[src/rtl/instr_prefetch_queue.sv]
// Instruction prefetch queue: fetches sequential words from instruction memory into a
// small FIFO of {pc, instr} entries, with redirect (flush + refetch) support.
module instr_prefetch_queue #(
  parameter int          DEPTH    = 4,
  parameter logic [31:0] RESET_PC = 32'h0000_0000
) (
  input  logic        clock,
  input  logic        reset_n,
  output logic        mem_req,
  output logic [31:0] mem_addr,
  input  logic        mem_ack,
  input  logic [31:0] mem_rdata,
  output logic        instr_valid,
  output logic [31:0] instr_out,
  output logic [31:0] pc_out,
  output logic [31:0] pc_plus4_out,
  input  logic        fetch_ready,
  input  logic        redirect,
  input  logic [31:0] redirect_target
);

  localparam int          PW       = $clog2(DEPTH);
  localparam int          CW       = PW + 1;
  localparam logic [CW-1:0] FULL   = CW'(DEPTH);
  localparam logic [31:0] START_PC = {RESET_PC[31:2], 2'b00};

  typedef enum logic [1:0] {IDLE, REQ, DROP} state_t;

  state_t        state_reg, state_next;
  logic [31:0]   fetch_pc_reg;
  logic [31:0]   hold_addr_reg;
  logic [CW-1:0] count_reg;
  logic [PW-1:0] head_reg, tail_reg;
  logic [31:0]   instr_mem [DEPTH];
  logic [31:0]   pc_mem    [DEPTH];

  logic          push, pop;
  logic [31:0]   target_aligned;

  assign target_aligned = {redirect_target[31:2], 2'b00};
  // A redirect outranks both queue operations; the flush wins in the same edge.
  assign push = (state_reg == REQ) && mem_ack && !redirect;
  assign pop  = fetch_ready && (count_reg != '0) && !redirect;

  always_ff @(posedge clock or negedge reset_n) begin
    if (!reset_n) state_reg <= IDLE;
    else          state_reg <= state_next;
  end

  always_comb begin
    state_next = state_reg;
    case (state_reg)
      IDLE: if (redirect || count_reg != FULL) state_next = REQ;
      REQ: begin
        if (mem_ack)       state_next = IDLE;
        else if (redirect) state_next = DROP;
      end
      DROP: if (mem_ack) state_next = IDLE;
      default: state_next = IDLE;
    endcase
  end

  // DROP keeps presenting the abandoned address until memory acknowledges it.
  always_comb begin
    mem_req  = (state_reg == REQ) || (state_reg == DROP);
    mem_addr = (state_reg == DROP) ? hold_addr_reg : fetch_pc_reg;
  end

  always_ff @(posedge clock or negedge reset_n) begin
    if (!reset_n) begin
      fetch_pc_reg  <= START_PC;
      hold_addr_reg <= START_PC;
      count_reg     <= '0;
      head_reg      <= '0;
      tail_reg      <= '0;
      for (int i = 0; i < DEPTH; i++) begin
        instr_mem[i] <= '0;
        pc_mem[i]    <= '0;
      end
    end else begin
      if (state_reg == REQ) hold_addr_reg <= fetch_pc_reg;
      if (redirect) begin
        fetch_pc_reg <= target_aligned;
        count_reg    <= '0;
        head_reg     <= '0;
        tail_reg     <= '0;
      end else begin
        if (push) begin
          instr_mem[tail_reg] <= mem_rdata;
          pc_mem[tail_reg]    <= fetch_pc_reg;
          tail_reg            <= tail_reg + PW'(1);
          fetch_pc_reg        <= fetch_pc_reg + 32'd4;
        end
        if (pop) head_reg <= head_reg + PW'(1);
        if (push && !pop)      count_reg <= count_reg + CW'(1);
        else if (pop && !push) count_reg <= count_reg - CW'(1);
      end
    end
  end

  assign instr_valid  = (count_reg != '0);
  assign instr_out    = instr_mem[head_reg];
  assign pc_out       = pc_mem[head_reg];
  assign pc_plus4_out = pc_out + 32'd4;

endmodule

[config.mk]
export PLATFORM = sky130hd
export DESIGN_NAME = instr_prefetch_queue
export DESIGN_NICKNAME = d
export VERILOG_FILES = /design/src/rtl/instr_prefetch_queue.sv
export SDC_FILE = /design/constraint.sdc
export NUM_CORES = 1
export LEC_CHECK = 0
export CORE_MARGIN = 4
export CORE_UTILIZATION = 53
export DETAILED_ROUTE_END_ITERATION = 10
export GPL_ROUTABILITY_DRIVEN = 0
export PLACE_DENSITY = 0.84
export SKIP_CTS_REPAIR_TIMING = 1
export SKIP_LAST_GASP = 1
export SYNTH_ARGS = -nofsm -noshare
export SYNTH_HDL_FRONTEND = slang
export SYNTH_SLANG_ARGS = --single-unit
[constraint.sdc]
create_clock -name clock -period 2.9 [get_ports clock]
set_input_delay 0.435 -clock clock [delete_from_list [all_inputs] [get_ports clock]]
set_output_delay 0.435 -clock clock [all_outputs]
set_load 0.05 [all_outputs]
==> metrics.txt, run 1 <==
die width roughly 180 um; CP Data Arrival Time approximately 3 ns; Final min period 3.44 ns; slowest cell on the critical path dfrtp_4; Switch Pwr 9.83 mW; Placed Area 18700 um2; sequential fraction of design power around 28%; maximum clock frequency 291 MHz; peak supply drop 0.811 mV; Tot GR Track Use around a quarter; Tot Pwr about 24 mW; Slew headroom slightly above 50%; Crit path required time roughly 2.5 ns; vias in the first global route 10800; PwrDens roughly 1200 nW/um2; worst setup margin -0.540 ns; Post-Syn Area 15000 um2; clk sink count around 320; Vias ~10000; root buf cell clkbuf_16; Comb pwr share around 55%; die area just over 30000 um2; worst path cell trace buf_4 > mux4_2 > nand3_1 > nor4_4 > buf_6 > nand4_1 > xnor2_4 > buf_12; Final setup viols 39; total CTS buffers 35; Distinct cells, synth just over 40; Residual DRC 0; kind of critical path flop to output port; core area roughly 28000 um2; row count 61; share of layout cells above drive strength 1 48.5%; syn_area_per_cell about 14 um2; Area Growth Syn to Fin 33.2%; drt total wl about 38000 um; Slew @ Worst Pin between 0.7 and 0.8 ns; #FFs+latches synth ~320; max reg flops 128; leakage roughly 9 nW; Internal ~14 mW; DR WL/cell approximately 22 um; Max Cap Viol 0; Pins Over Slew Limit 0; total congestion overflow 0; Largest regs instr_mem: 128 flops, pc_mem: 120 flops; Tcrit/Tclk final 119%; Top Ports 199; DR pass1 iterations 5; # fillers between 1500 and 2000; Synth warnings 0; clock slew at reported path FFs roughly 0.06 ns; Clock Skew approximately 0.01 ns; crit path from head_reg[0]$_DFFE_PN0P_; RSZ-0062 raised after global routing yes; Main synth FF type dfrtp_1; vias per std cell about 5.8; initial antenna violation count 0; Clock Tree Buf Depth 3; slowest cell delay on critical path ~0.54 ns; Die H about 180 um; Diodes inserted 0; multi-input logic area 7150 um2; first-pass GRT wire length ~60000 um; initial DRC count roughly 690; post-synthesis cell count about 1100; Setup crit end kind output port; Reg with most FFs instr_mem; worst skew pair latency 0.51 ns; H-tree levels 2; Async S/R FF share, synth 100%; post-route cell area 20000 um2; FF-to-FF Start state_reg[1]$_DFFE_PN0P_; largest net degree at the start of global routing 82; Fin. Hold Viols 0; hpwl dp between 20000 and 30000 um; Hold Crit Class input pin to async pin; Critical Path Start Type flop; PortBufs 190; violated checks negative setup slack; nets@finish between 1000 and 1500; CTS tree yes; Initial Utilization approximately 54%; status finished with violations; top fanout value on the critical path 9; remaining antenna violation count 0; power share of the clock group 17.7%; Sw Share between 40% and 50%; register area 7940 um2; EDFF count, synth 0; sequential-to-total area share from yosys stat a little over half
## cell usage in the layout, fill, tap and decap left out, types with 8 or more instances in the layout
cell type and count:
dfrtp_1 315, mux2_2 290, buf_4 119, nand2_1 79, clkdlybuf4s50_1 79, buf_12 72, mux4_2 56, o21ai_0 49
clkbuf_16 35, nor2_1 25, xnor2_1 20, inv_1 17, nand3_1 17, nand4_1 16, xnor2_4 15, xor2_1 11
ha_1 8
## critical path, delay by kind of cell (launching register included)
kind | cells | cell delay [ns]
AND/OR/NAND/NOR | 3 | 0.73
flip-flops | 1 | 0.54
multiplexers | 1 | 0.41
buffers and inverters | 3 | 0.56
XOR/XNOR | 1 | 0.24
## metrics by stage
step / hold WS [ns] / std cells / worst slack [ns] / utilization, % / setup TNS (ns)
2_1_floorplan: 0.139 / 1102 / -0.373 / - / -5.05
5_1_grt: 0.423 / 1734 / -0.603 / 71.8 / -19.54
3_3_place_gp: 0.352 / 1659 / -0.0406 / 67.0 / -0.114
3_5_place_dp: 0.356 / 1659 / -0.109 / 67.0 / -0.489
6_report: 0.410 / 1734 / -0.540 / 71.8 / -15.51
4_1_cts: -0.184 / 1718 / -0.663 / 71.0 / -18.68
## power groups by stage
stage	combinational, mW	clock, mW	sequential (mW)
floorplan	8.51	0	6.36
global placement	12.8	0	6.61
detailed placement	13.1	0	6.75
CTS	13.1	4.37	6.70
global route	13.8	4.56	6.85
finish	13.2	4.28	6.70
## synth_stat cells, types with 2 or more instances
library cell | count | area, um2
buf_1 | 7 | 26.3
dfrtp_1 | 317 | 7930
buf_2 | 13 | 65.1
ha_1 | 9 | 113
xnor2_1 | 42 | 368
xor2_1 | 16 | 140
nand3_1 | 24 | 120
or4_1 | 2 | 15.0
a21oi_1 | 3 | 15.0
mux4_1 | 13 | 342
buf_8 | 2 | 30.0
clkbuf_1 | 55 | 206
inv_1 | 17 | 63.8
nand2_1 | 84 | 315
nand4_1 | 16 | 100
mux4_2 | 48 | 1080
a31oi_1 | 4 | 25.0
or3_1 | 7 | 43.8
mux2_2 | 290 | 3270
and3_1 | 5 | 31.3
nor4_4 | 2 | 42.5
nor3_1 | 9 | 45.0
buf_4 | 9 | 67.6
o21ai_0 | 49 | 245
and2_1 | 2 | 12.5
nor2_1 | 30 | 113
nor4_1 | 7 | 43.8
or2_2 | 2 | 12.5
## final cells by class
cell class / count / share of cell area, %
clock inverters: 13 / 0.675
inverters: 17 / 0.319
flip-flops and latches: 317 / 39.7
clock buffers: 46 / 4.88
repair buffers: 283 / 16.4
multi-input cells: 680 / 35.7
well taps: 378 / 2.36
## per-layer routing
layer  wire length [um]  vias up  global-route usage (%)
met5                  0        -                       0
met4               1120        0                    8.19
met3               2650       76                    5.61
met2              18900      351                    41.0
met1              15000     5210                    30.8
li1                   -     4409                       -
## worst paths after layout
check	endpoint	slack, ns	depth (start not counted)
hold / removal	fetch_pc_reg[13]$_DFFE_PN0N_	0.41	2
hold reg to reg	pc_mem[37]$_DFFE_PN0P_	0.48	2
min in group clock	pc_mem[37]$_DFFE_PN0P_	0.48	2
setup reg to reg	instr_mem[67]$_DFFE_PN0P_	0.41	7
setup / recovery	pc_plus4_out[25]	-0.54	8
max in group asynchronous	instr_mem[90]$_DFFE_PN0P_	1.62	3
## cells by family after synthesis
family          synth area share, %
mux                            31.4
flops                          52.8
simple gates                   6.23
buf+inv                        3.16
compound gates                 2.11
xor+xnor                       3.38
fa+ha+maj                     0.882
other cells                  0.0250
No activity file was read; power rests on OpenSTA's default activity.
==> run 2, diff against run 1 <==
- SKIP_CTS_REPAIR_TIMING: 1 -> unset
==> run 2 against run 1 <==
Compared with the run above:
- the flow still finishes with violations (negative setup slack)
- routed wire length grew 1.6%
- die area is the same
- clock skew shrank 0.0021 ns
- sequential cell count is the same
- global-route usage grew 0.48 points
- cell area grew 0.37%
- sequential power is essentially flat
==> metrics.txt, run 2 (synthesis results as in run 1) <==
clk sink count 317 (unchanged); Max Cap Viol 0 (unchanged); Comb pwr share 54.6% (about the same); FF-to-FF Start state_reg[1]$_DFFE_PN0P_; Crit path required time 2.47 ns (about the same); clock slew at reported path FFs 0.06 ns (about the same); r2r endpoint instr_mem[67]$_DFFE_PN0P_; H-tree levels 2 (unchanged); Top Ports 199 (unchanged); row count 61 (unchanged); CTS tree yes; Slew headroom 51.8% (+0.24 points); Tot GR Track Use 24.6% (+0.48 points); status finished with violations; violated checks negative setup slack; Diodes inserted 0 (unchanged); Hold Crit Class input pin to async pin; Fin. Hold Viols 0 (unchanged); Tot Pwr 24.2 mW (+0.18%); Tcrit/Tclk final 117% (-2.0 points); RSZ-0062 raised after global routing yes; worst skew pair latency 0.51 ns (about the same); worst setup margin -0.482 ns (+0.0578 ns); worst path cell trace buf_6 > mux4_2 > nand3_1 > nor4_4 > buf_4 > nand4_1 > xnor2_4 > buf_12; slowest cell delay on critical path 0.55 ns (about the same); Vias 10100 (+0.63%); drt total wl 38300 um (+1.6%); total congestion overflow 0 (unchanged); most frequent cells in the layout dfrtp_1 (315), mux2_2 (290), buf_4 (124); vias in the first global route 10900 (+1.3%); remaining antenna violation count 0 (unchanged); Slew @ Worst Pin 0.721 ns (-0.00358 ns); Switch Pwr 9.95 mW (+1.2%); Clock Tree Buf Depth 3 (unchanged); initial antenna violation count 0 (unchanged); Residual DRC 0 (unchanged); worst reg2reg path depth 7 (unchanged); Sw Share 41.1% (+0.43 points); nets@finish 1422 (+0.64%); R2R Setup Slk 0.41 ns (about the same); # fillers 1748 (-0.57%); vias per std cell 5.80 (+0.11%); die area 31100 um2 (unchanged); power share of the clock group 17.7% (about the same); Final min period 3.38 ns (-0.0578 ns); crit path from head_reg[0]$_DFFE_PN0P_; Internal 14.3 mW (-0.54%); final cell count without fillers 1743 (+0.52%); Reg with most FFs instr_mem; first-pass GRT wire length 60500 um (+1.8%); core area 27900 um2 (unchanged); Setup crit end kind output port; Area Growth Syn to Fin 33.7%; commonest non-fill, non-tap cell in the layout dfrtp_1; Critical Path Start Type flop; Pins Over Slew Limit 0 (unchanged); Die H 176 um (unchanged); leakage 9.15 nW (+0.63%); maximum clock frequency 296 MHz (+1.7%); root buf cell clkbuf_16; PortBufs 190 (unchanged); largest net degree at the start of global routing 82 (unchanged); CP Data Arrival Time 2.95 ns (-0.06 ns); hpwl dp 25700 um (unchanged); top fanout value on the critical path 9 (unchanged); DR pass1 iterations 5 (unchanged); die width 176 um (unchanged); Largest regs instr_mem: 128 flops, pc_mem: 120 flops; dpl cells 1659 (unchanged); max reg flops 128 (unchanged); peak supply drop 0.760 mV (-6.4%); Clock Skew 0.00793 ns (-0.00210 ns); initial DRC count 752 (+9.3%); DR WL/cell 22.0 um (+1.1%); slowest cell on the critical path dfrtp_4; PwrDens 1210 nW/um2 (-0.19%); kind of critical path flop to output port; sequential fraction of design power 27.7% (about the same); total CTS buffers 35 (unchanged); Final setup viols 27 (-31%); Initial Utilization 54.0% (unchanged); share of layout cells above drive strength 1 51.0% (+2.5 points)
-- run 2: cell count changes in the layout (fill, tap and decap cells not counted), sizes merged --
cell and delta:
clkbuf +17, clkdlybuf4s50 -13, buf +9, dlymetal6s2s -4
-- run 2: per-layer routing --
| layer | vias to the layer above | global-route usage, % | wire length (um) |
|---|---|---|---|
| met2 | 366 | 41.9 | 19400 |
| met4 | 0 | 8.35 | 1100 |
| met5 | - | 0 | 0 |
| met1 | 5246 | 31.5 | 15300 |
| li1 | 4427 | - | - |
| met3 | 70 | 5.48 | 2520 |
-- run 2: worst max-delay path by stage --
| stage | endpoint | slack, ns | depth (start not counted) |
|---|---|---|---|
| floorplan | pc_plus4_out[20] | -0.37 | 10 |
| global placement | pc_plus4_out[27] | -0.04 | 8 |
| detailed placement | pc_plus4_out[25] | -0.11 | 8 |
| CTS | pc_plus4_out[25] | -0.50 | 8 |
| global route | pc_plus4_out[25] | -0.56 | 8 |
| finish | pc_plus4_out[25] | -0.48 | 8 |
-- run 2: repair_timing --
action	CTS	global route
gates cloned	2	0
endpoints found under the setup margin	47	61
buffers inserted	22	2
pin swaps	19	13
endpoints found under the hold margin	37	0
hold buffers	1	0
resized for setup	61	50
-- run 2: worst max-delay path, delay by kind of cell (launching register included) --
kind	cells	cell delay (ns)
xor gates and xnor gates	1	0.22
buffers and inverters	3	0.56
DFF	1	0.55
muxes	1	0.39
and+or+nand+nor	3	0.71
-- run 2: area by class of cell --
type	instances	area [um2]	share of cell area (%)
clock buffer	46	977	4.86
clock inverter	13	135	0.673
inverter	17	63.8	0.318
multi-input combinational	680	7240	36.1
sequential	317	7940	39.5
tap	378	473	2.35
timing repair buffer	292	3260	16.2
-- run 2: metrics by stage --
step | worst slack (ns) | util [%] | hold WS, ns | setup TNS, ns | cell area (um2)
2_1_floorplan | -0.373 | - | 0.139 | -5.05 | 15500
4_1_cts | -0.499 | 72.1 | 0.414 | -13.99 | 20100
5_1_grt | -0.561 | 72.1 | 0.423 | -11.95 | 20100
6_report | -0.482 | 72.1 | 0.413 | -9.96 | 20100
3_5_place_dp | -0.109 | 67.0 | 0.356 | -0.489 | 18700
3_3_place_gp | -0.0406 | 67.0 | 0.352 | -0.114 | 18700
-- run 2: power groups by stage --
stage          registers (mW)  logic, mW  clock network [mW]
4_1_cts                  6.69       13.2                4.37
5_1_grt                  6.86       13.8                4.56
6_report                 6.72       13.2                4.29
3_3_place_gp             6.61       12.8                   0
2_1_floorplan            6.36       8.51                   0
3_5_place_dp             6.75       13.1                   0
==> run 3, diff against run 2 <==
- CTS_BUF_LIST: unset -> sky130_fd_sc_hd__clkbuf_16
- clock period: 2.9 -> 4.25 ns (I/O delays scaled with it)
==> run 3 against run 2 <==
Compared with the run above:
- first-iteration DRC count shrank 3.9%
- die area stayed put
- non-clock buffer count is 84 lower
- clock skew grew 0.0028 ns
- sequential share of layout area increased by 3.4 points
- clock power decreased by 32%
- worst setup slack gained 0.61 ns
- the run now ends clean
- cell area decreased by 8.0%
- sequential power down 32%
- worst hold slack got worse by 0.23 ns
- largest cell class unchanged
- combinational power down 42%
==> metrics.txt, run 3 (synthesis results as in run 1) <==
max reg flops 128 (unchanged); status finished, final reports clean; sequential fraction of design power 30.3% (+2.6 points); vias per std cell 5.81 (+0.15%); first-pass GRT wire length 56000 um (-7.3%); Clock Skew 0.0107 ns (+0.00278 ns); peak supply drop 0.576 mV (-24%); Final min period just over 4 ns; Die H 176 um (unchanged); H-tree levels 2 (unchanged); Initial Utilization 54.0% (unchanged); Internal 8.91 mW (-38%); hpwl dp 23000 um (-10%); share of layout cells above drive strength 1 34.6% (-16 points); maximum clock frequency approximately 240 MHz; Hold Slack 0.181 ns (-0.231 ns); PwrDens 819 nW/um2 (-32%); Tcrit/Tclk final between 90 and 100%; Largest regs instr_mem: 128 flops, pc_mem: 120 flops; clk sink count 317 (unchanged); worst path cell trace mux4_1 > ha_1 > nand2_1 > or3_1 > nor2_1 > xnor2_1 > buf_12; root buf cell clkbuf_16; most frequent cells in the layout dfrtp_1 (315), mux2_2 (290), clkdlybuf4s50_1 (163); leakage 8.19 nW (-10%); total CTS buffers 34 (-2.9%); largest net degree at the start of global routing 118 (+44%); commonest non-fill, non-tap cell in the layout dfrtp_1; Buffers & Inverters on Critical Path 1 (-2); Setup Fix Bufs, Post-CTS 0 (-100%); Setup crit end kind output port; Sw Share 41.1% (+0.050 points); kind of critical path flop to output port; die width 176 um (unchanged); final setup TNS 0 ns (+9.96 ns); Hold Crit Class input pin to async pin; delay-heaviest family, CP simple AND/OR/NAND/NOR gates; die area 31100 um2 (unchanged); RSZ-0062 raised after global routing no; Fin. Hold Viols 0 (unchanged); Vias 9636 (-4.7%); vias in the first global route 10200 (-6.2%); slowest cell delay on critical path 0.73 ns (+0.18 ns); Clock Tree Buf Depth 3 (unchanged); Tot GR Track Use 22.6% (-2.0 points); top fanout value on the critical path 21 (+12); Crit path required time 3.61 ns (+1.14 ns); Critical Path Start Type flop; Slew headroom 30.3% (-21 points); Max Cap Viol 0 (unchanged); Reg with most FFs instr_mem; drt total wl 35500 um (-7.4%); initial antenna violation count 0 (unchanged); row count 61 (unchanged); Final setup viols 0 (-100%); DR WL/cell 21.4 um (-2.7%); Comb pwr share 50.5% (-4.1 points); CP Data Arrival Time 3.48 ns (+0.53 ns); slowest cell on the critical path mux4_1; Residual DRC 0 (unchanged); Pins Over Slew Limit 0 (unchanged); total congestion overflow 0 (unchanged); Diodes inserted 0 (unchanged); Slew @ Worst Pin 1.04 ns (+0.324 ns); Final Util 66.3% (-5.8 points); PortBufs 190 (unchanged); core area 27900 um2 (unchanged); worst skew pair latency 0.51 ns (about the same); nets@finish 1337 (-6.0%); initial DRC count 723 (-3.9%); power share of the clock group 19.1% (+1.4 points); Area Growth Syn to Fin 22.9%; Switch Pwr 6.22 mW (-37%); CTS tree yes; remaining antenna violation count 0 (unchanged); Top Ports 199 (unchanged); DR pass1 iterations 5 (unchanged); clock slew at reported path FFs 0.06 ns (about the same)
==> run 3: layout make-up <==
class,count,area [um2]
clock buffer,37,926
clock inverter,22,168
timing repair buffer,208,2240
fill,1928,9380
sequential,317,7940
multi-input combinational,680,6670
tap,378,473
inverter,17,63.8
==> run 3: routing by layer <==
metal,wire length (um),share of wire (%),vias up,track usage (%)
met5,0,0,-,0
met4,1080,3.0,0,7.74
met3,2700,7.6,65,5.52
met2,17400,49,302,37.7
met1,14200,40,5022,29.4
li1,-,-,4247,-
==> run 3: power groups by stage <==
stage	sequential, mW	combinational [mW]	clock, mW
after floorplan	4.34	5.40	0
after global placement	4.55	7.55	0
after detailed placement	4.63	7.67	0
after CTS	4.58	7.70	2.96
after global routing	4.70	8.00	3.08
final	4.59	7.65	2.90
==> run 3: worst paths after layout <==
check	from	to	slack [ns]	cells past startpoint
worst min-delay path	reset_n	pc_mem[46]$_DFFE_PN0P_	0.18	1
min in group clock	pc_mem[37]$_DFFE_PN0P_	pc_mem[37]$_DFFE_PN0P_	0.48	2
worst max-delay path	head_reg[0]$_DFFE_PN0P_	pc_plus4_out[12]	0.13	7
worst min register to register	pc_mem[37]$_DFFE_PN0P_	pc_mem[37]$_DFFE_PN0P_	0.48	2
max in group asynchronous	reset_n	instr_mem[105]$_DFFE_PN0P_	3.06	2
worst max register to register	state_reg[1]$_DFFE_PN0P_	pc_mem[90]$_DFFE_PN0P_	0.96	7
==> run 3: stage by stage <==
stage | cells | worst slack, ns | area (um2) | total power, mW
2_1_floorplan | 1102 | 0.298 | 15000 | 9.74
3_3_place_gp | 1600 | 0.552 | 17400 | 12.1
3_5_place_dp | 1600 | 0.547 | 17400 | 12.3
4_1_cts | 1659 | 0.117 | 18500 | 15.2
5_1_grt | 1659 | 0.0194 | 18500 | 15.8
6_report | 1659 | 0.132 | 18500 | 15.1
==> run 3: repair_timing <==
action,4_1_cts,5_1_grt
hold buffers,0,0
setup endpoints to repair,1,0
resized for setup,1,0
endpoints found under the hold margin,0,0
==> run 3: worst register-to-register path: cells and delay by family, from the launching register on <==
| kind | cells | cell delay [ns] |
|---|---|---|
| flip-flops | 1 | 0.40 |
| AND/OR/NAND/NOR | 3 | 1.46 |
| adder cells (fa/ha/maj) | 1 | 0.29 |
| multiplexers | 1 | 0.56 |
| buffers and inverters | 2 | 0.46 |
